==> src/rtl/hsst_tx_framer_pkg.sv <==
// rtl/hsst_tx_framer_pkg.sv - shared frame symbols and FSM encoding for the HSST TX framer
package hsst_tx_framer_pkg;

    localparam logic [7:0]  K_SOF     = 8'hFB;
    localparam logic [7:0]  K_EOF     = 8'hFD;
    localparam logic [7:0]  K_COMMA   = 8'hBC;
    localparam logic [31:0] IDLE_WORD = 32'h50BC_50BC;
    localparam logic [3:0]  IDLE_K    = 4'b0101;
    localparam logic [31:0] EOF_WORD  = {24'h00_0000, K_EOF};
    localparam logic [3:0]  CTRL_K    = 4'b0001;
    localparam logic [3:0]  DATA_K    = 4'b0000;

    typedef enum logic [2:0] {
        ST_IDLE    = 3'd0,
        ST_SOF     = 3'd1,
        ST_PAYLOAD = 3'd2,
        ST_CSUM    = 3'd3,
        ST_EOF     = 3'd4,
        ST_GAP     = 3'd5
    } state_t;

    function automatic logic [31:0] sof_word(input logic [15:0] len, input logic [7:0] seq);
        return {len, seq, K_SOF};
    endfunction

endpackage

==> src/rtl/hsst_tx_csum.sv <==
// rtl/hsst_tx_csum.sv - 32-bit modulo-2^32 payload checksum accumulator
module hsst_tx_csum (
    input  logic        clk,
    input  logic        rst_n,
    input  logic        clr,
    input  logic        add_en,
    input  logic [31:0] data,
    output logic [31:0] sum
);

    // clr wins over add_en so a frame always starts from zero
    always_ff @(posedge clk or negedge rst_n) begin
        if (!rst_n) begin
            sum <= 32'h0;
        end else if (clr) begin
            sum <= 32'h0;
        end else if (add_en) begin
            sum <= sum + data;
        end
    end

endmodule

==> src/rtl/hsst_tx_framer.sv <==
// rtl/hsst_tx_framer.sv - wraps FIFO payload words into SOF/payload/CSUM/EOF frames on the HSST TX lane
module hsst_tx_framer
    import hsst_tx_framer_pkg::*;
#(
    parameter int unsigned PKT_WORDS = 256,
    parameter int unsigned MIN_GAP   = 4
) (
    input  logic        clk,
    input  logic        rst_n,
    input  logic        en,
    input  logic [31:0] s_data,
    input  logic        s_vld,
    output logic        s_rdy,
    output logic [31:0] txdata,
    output logic [3:0]  txcharisk,
    output logic        busy,
    output logic [15:0] frm_cnt,
    output logic [15:0] stall_cnt
);

    localparam logic [15:0] LEN      = 16'(PKT_WORDS);
    localparam logic [15:0] LAST_W   = 16'(PKT_WORDS - 1);
    localparam logic [15:0] LAST_GAP = 16'(MIN_GAP - 1);

    state_t      state;
    logic [7:0]  seq;
    logic [15:0] wcnt;
    logic [15:0] gap_cnt;
    logic [31:0] csum;
    logic        pop;

    assign s_rdy = (state == ST_PAYLOAD);
    assign pop   = s_vld & s_rdy;

    hsst_tx_csum u_csum (
        .clk    (clk),
        .rst_n  (rst_n),
        .clr    (state == ST_SOF),
        .add_en (pop),
        .data   (s_data),
        .sum    (csum)
    );

    always_ff @(posedge clk or negedge rst_n) begin
        if (!rst_n) begin
            state     <= ST_IDLE;
            txdata    <= IDLE_WORD;
            txcharisk <= IDLE_K;
            busy      <= 1'b0;
            frm_cnt   <= 16'h0;
            stall_cnt <= 16'h0;
            seq       <= 8'h0;
            wcnt      <= 16'h0;
            gap_cnt   <= 16'h0;
        end else begin
            case (state)
                ST_IDLE: begin
                    txdata    <= IDLE_WORD;
                    txcharisk <= IDLE_K;
                    if (en && s_vld) begin
                        state <= ST_SOF;
                        busy  <= 1'b1;
                    end
                end
                ST_SOF: begin
                    txdata    <= sof_word(LEN, seq);
                    txcharisk <= CTRL_K;
                    wcnt      <= 16'h0;
                    state     <= ST_PAYLOAD;
                end
                ST_PAYLOAD: begin
                    if (s_vld) begin
                        txdata    <= s_data;
                        txcharisk <= DATA_K;
                        wcnt      <= wcnt + 16'd1;
                        if (wcnt == LAST_W) begin
                            state <= ST_CSUM;
                        end
                    end else begin
                        // starved FIFO: pad with comma fill, the receiver discards it
                        txdata    <= IDLE_WORD;
                        txcharisk <= IDLE_K;
                        if (stall_cnt != 16'hFFFF) begin
                            stall_cnt <= stall_cnt + 16'd1;
                        end
                    end
                end
                ST_CSUM: begin
                    txdata    <= csum;
                    txcharisk <= DATA_K;
                    state     <= ST_EOF;
                end
                ST_EOF: begin
                    txdata    <= EOF_WORD;
                    txcharisk <= CTRL_K;
                    frm_cnt   <= frm_cnt + 16'd1;
                    seq       <= seq + 8'd1;
                    gap_cnt   <= 16'h0;
                    state     <= ST_GAP;
                end
                ST_GAP: begin
                    txdata    <= IDLE_WORD;
                    txcharisk <= IDLE_K;
                    gap_cnt   <= gap_cnt + 16'd1;
                    if (gap_cnt == LAST_GAP) begin
                        state <= ST_IDLE;
                        busy  <= 1'b0;
                    end
                end
                default: begin
                    txdata    <= IDLE_WORD;
                    txcharisk <= IDLE_K;
                    busy      <= 1'b0;
                    state     <= ST_IDLE;
                end
            endcase
        end
    end

endmodule

==> config.mk <==
export PLATFORM = sky130hd
export DESIGN_NAME = hsst_tx_framer
export DESIGN_NICKNAME = d
export VERILOG_FILES = /design/src/rtl/hsst_tx_framer_pkg.sv /design/src/rtl/hsst_tx_csum.sv /design/src/rtl/hsst_tx_framer.sv
export SDC_FILE = /design/constraint.sdc
export NUM_CORES = 1
export LEC_CHECK = 0
export ABC_AREA = 1
export CAP_MARGIN = 20
export CORE_MARGIN = 1.5
export CORE_UTILIZATION = 35
export CTS_CLUSTER_SIZE = 30
export DETAILED_ROUTE_END_ITERATION = 12
export SLEW_MARGIN = 20
export SYNTH_ARGS = -nofsm -noshare
export SYNTH_HDL_FRONTEND = slang
export SYNTH_SLANG_ARGS = --single-unit
==> constraint.sdc <==
create_clock -name clk -period 1.8 [get_ports clk]
set_input_delay 0.27 -clock clk [delete_from_list [all_inputs] [get_ports clk]]
set_output_delay 0.27 -clock clk [all_outputs]
set_load 0.005 [all_outputs]
==> impl_metrics.json <==
{
  "crit_path_top_delay_cell": "dfrtp_1",
  "fin_crit_sh_pct": 102,
  "post_drt_wl_per_cell_microns": 14.5,
  "die_x_microns": 160,
  "worstPathCellList": "ha_4 > fa_2 > nand3_2 > nand3_4 > nand2_1 > nand2_1 > nand2_1 > nand2_2 > nand2_2 > nand2_1 > nand2_1 > nand3_2 > nand2_1",
  "finalMaxSlewViolations": 0,
  "vias_per_cell": 4.82,
  "setup_tns_ps": -52.4,
  "p_leak_nw": 6.19,
  "pin_count": 106,
  "critical_path.max_stage_delay_ps": 410,
  "final-seq-area_sq_um": 3570,
  "finalHoldViolCount": 0,
  "muxShareOfSynthArea_pct": 0.130,
  "h-tree-depth": 4,
  "fin_area_sq_um": 12500,
  "finClkSkew_ps": 13.0,
  "clk_pin_slew_ps": 70,
  "diodes": 0,
  "start_kind": "flop",
  "grt-ovfl-total": 0,
  "tritoncts": "built",
  "cts_root_buf": "clkbuf_16",
  "ant_nets": 0,
  "coreArea_sq_um": 24200,
  "routed-via-count": 8466,
  "nets": 1493,
  "hold_class": "in -> async",
  "synth.avg_cell_area_sq_um": 7.34,
  "rsz0062_at_grt": "true",
  "grt_usage_pct": 19.9,
  "hpwlAfterDp_microns": 18800,
  "crit_type": "reg -> reg",
  "status": "finished with violations",
  "numCtsBuffers": 17,
  "grt_max_degree": 42,
  "nFillCells": 2318,
  "rows": 57,
  "postSynthCellCount": 1178,
  "fmax_mhz": 547,
  "multiInputGateArea_sq_um": 5040,
  "utilization_pct": 51.7,
  "synth_async_sr_flop_share_pct": 100,
  "yosys.area_share.simple_pct": 28.3,
  "start_util_pct": 35.7,
  "yosys_most_used_dff": "dfrtp_1",
  "gp_congestion": 0.912,
  "synth_area_sq_um": 8640,
  "final.setup.worst_slack_ps": -27.0,
  "ys_ff_latch": 142,
  "max_cap_violations": 0,
  "synth_seq_area_share_pct": 41.3,
  "area_growth_syn_to_layout_pct": 45.1,
  "fp.dieArea_sq_um": 25700,
  "clock_path_buffers": 2,
  "yosysWarningCount": 0,
  "cpMostUsedCell": "nand2_1",
  "setup_violations": 4,
  "drt-pass1-iter-count": 5,
  "required_ps": 2180,
  "violations": "setup timing",
  "ir_drop_mv": 0.543,
  "clock-sinks": 142,
  "synth_compound_area_share_pct": 10.5,
  "grt_pass1_wl_microns": 40600,
  "dpl_cell_area_sq_um": 10900,
  "remaining_drc_errors": 0,
  "antenna_found_initial": 0,
  "crit_fanout": 4,
  "grt_pass1_vias": 8137,
  "netlist-cell-type-count": 46,
  "worst_setup_path_end_kind": "flop",
  "wl_microns": 25400,
  "synth_top_family_by_area": "simple AND/OR/NAND/NOR gates",
  "final_common_cell": "nand2_1",
  "clkLatencyLatePin_ps": 430,
  "synthXorXnorAreaFrac_pct": 4.26,
  "first_iter_violations": 429,
  "final_cell_mix": "323 x nand2_1, 192 x inv_1, 126 x buf_4",
  "layout-drive-gt1-share_pct": 24.4,
  "worstPathArrival_ps": 2200,
  "finalCriticalPeriod_ps": 1830,
  "powerDensity_nw_per_um2": 1240,
  "port_buffers": 103,
  "synth_edf_count": 0,
  "die_h_microns": 160,
  "synthAdderAreaFrac_pct": 5.44
}
-- worst max-delay path, delay by kind of cell (launching register included) --
family	cells	cell delay (ps)
fa+ha+maj	2	560
simple gates	11	800
flops	1	410
-- where the power goes --
group | internal (W) | switching (W) | leakage [nW]
sequential | 0.00374 | 0.000517 | 1.81
combinational | 0.00359 | 0.00417 | 4.10
clock | 0.00204 | 0.00143 | 0.277
-- through the flow --
step	setup WS [ps]	instances	hold WS (ps)	total power [W]
CTS	-37.0	1742	334	0.0145
detailed placement	-532	1702	220	0.0105
finish	-27.0	1757	314	0.0155
floorplan	24.3	1179	-25.6	0.00772
global placement	-521	1702	221	0.0104
global route	-175	1757	361	0.0166
-- worst paths after layout --
kind	slack (ps)	cells after the start	end	from
worst max-delay path	-30	13	u_csum.sum[24]$_DFFE_PN0P_	u_csum.sum[0]$_DFFE_PN0P_
worst min-delay path	310	2	frm_cnt[2]$_DFFE_PN0P_	rst_n
worst max register to register	-30	13	u_csum.sum[24]$_DFFE_PN0P_	u_csum.sum[0]$_DFFE_PN0P_
worst min register to register	470	1	frm_cnt[15]$_DFFE_PN0P_	frm_cnt[15]$_DFFE_PN0P_
max in group asynchronous	850	3	txcharisk[2]$_DFF_PN1_	rst_n
min in group clk	360	3	txdata[14]$_DFF_PN1_	s_data[14]
-- layer usage --
metal | up-vias | global-route usage [%] | part of all wire (%)
met2 | 182 | 35.0 | 51
li1 | 4237 | - | -
met3 | 41 | 3.27 | 4.1
met5 | - | 0 | 0
met1 | 4006 | 25.0 | 43
met4 | 0 | 6.24 | 1.8
-- layout make-up --
type                            instances  area share, %
Tap cell                              324           3.23
Inverter                              201           6.08
Clock inverter                         13           1.14
Multi-Input combinational cell        816           40.2
Timing Repair Buffer                  242           17.4
Sequential cell                       142           28.5
Clock buffer                           19           3.45
-- sequential cells by signal (all words and copies together) (netlist names), 3 cells and up --
register	count
frm_cnt	16
u_csum.sum	32
txdata	32
stall_cnt	16
seq	8
gap_cnt	16
wcnt	16
state	3
-- logic make-up (layout without fill, tap and decap cells) --
family | Yosys count | count (layout)
adders and majority gates | 37 | 37
and+or+nand+nor | 584 | 584
buffers and inverters | 221 | 475
DFF | 142 | 142
other | 1 | 2
xor gates and xnor gates | 42 | 42
muxes | 1 | 1
AOI/OAI and AO/OA | 150 | 150
-- cell usage after synthesis (2+ instances only) --
cell type  number  area (sq um)
nor4_1          3          18.8
xor2_1         28           245
or2_2           3          18.8
inv_1         198           743
nand4_1        13          81.3
nand2_1       365          1370
and2_1          4          25.0
nand3_2         2          20.0
xnor2_1        14           123
buf_4           3          22.5
a22o_1          7          61.3
o211ai_1       12          90.1
nand3_1        78           390
nor3_2          5          50.1
o32ai_1         2          17.5
nor2_2          7          43.8
o21bai_1        3          22.5
nor2_1         87           327
inv_2           2          7.51
dfstp_2        16           420
clkbuf_1        7          26.3
dfrtp_1       126          3150
buf_2           9          45.0
o22ai_1         9          56.3
nand3b_1        3          22.5
o2111ai_1       2          17.5
nor3_1         11          55.1
ha_1           36           450
o221ai_1        4          35.0
a221o_1         7          70.1
o21ai_0        54           270
a31oi_1         2          12.5
a21oi_1        43           215
-- repair_timing --
item                                    in CTS  in global routing
pin swaps                                   16                 31
endpoints found under the setup margin      31                 66
hold buffers                                 1                  0
buffers inserted                             7                 15
hold endpoints to repair                    34                  0
resized for setup                           58                139
Note: power is estimated with default switching activity, not from simulation.
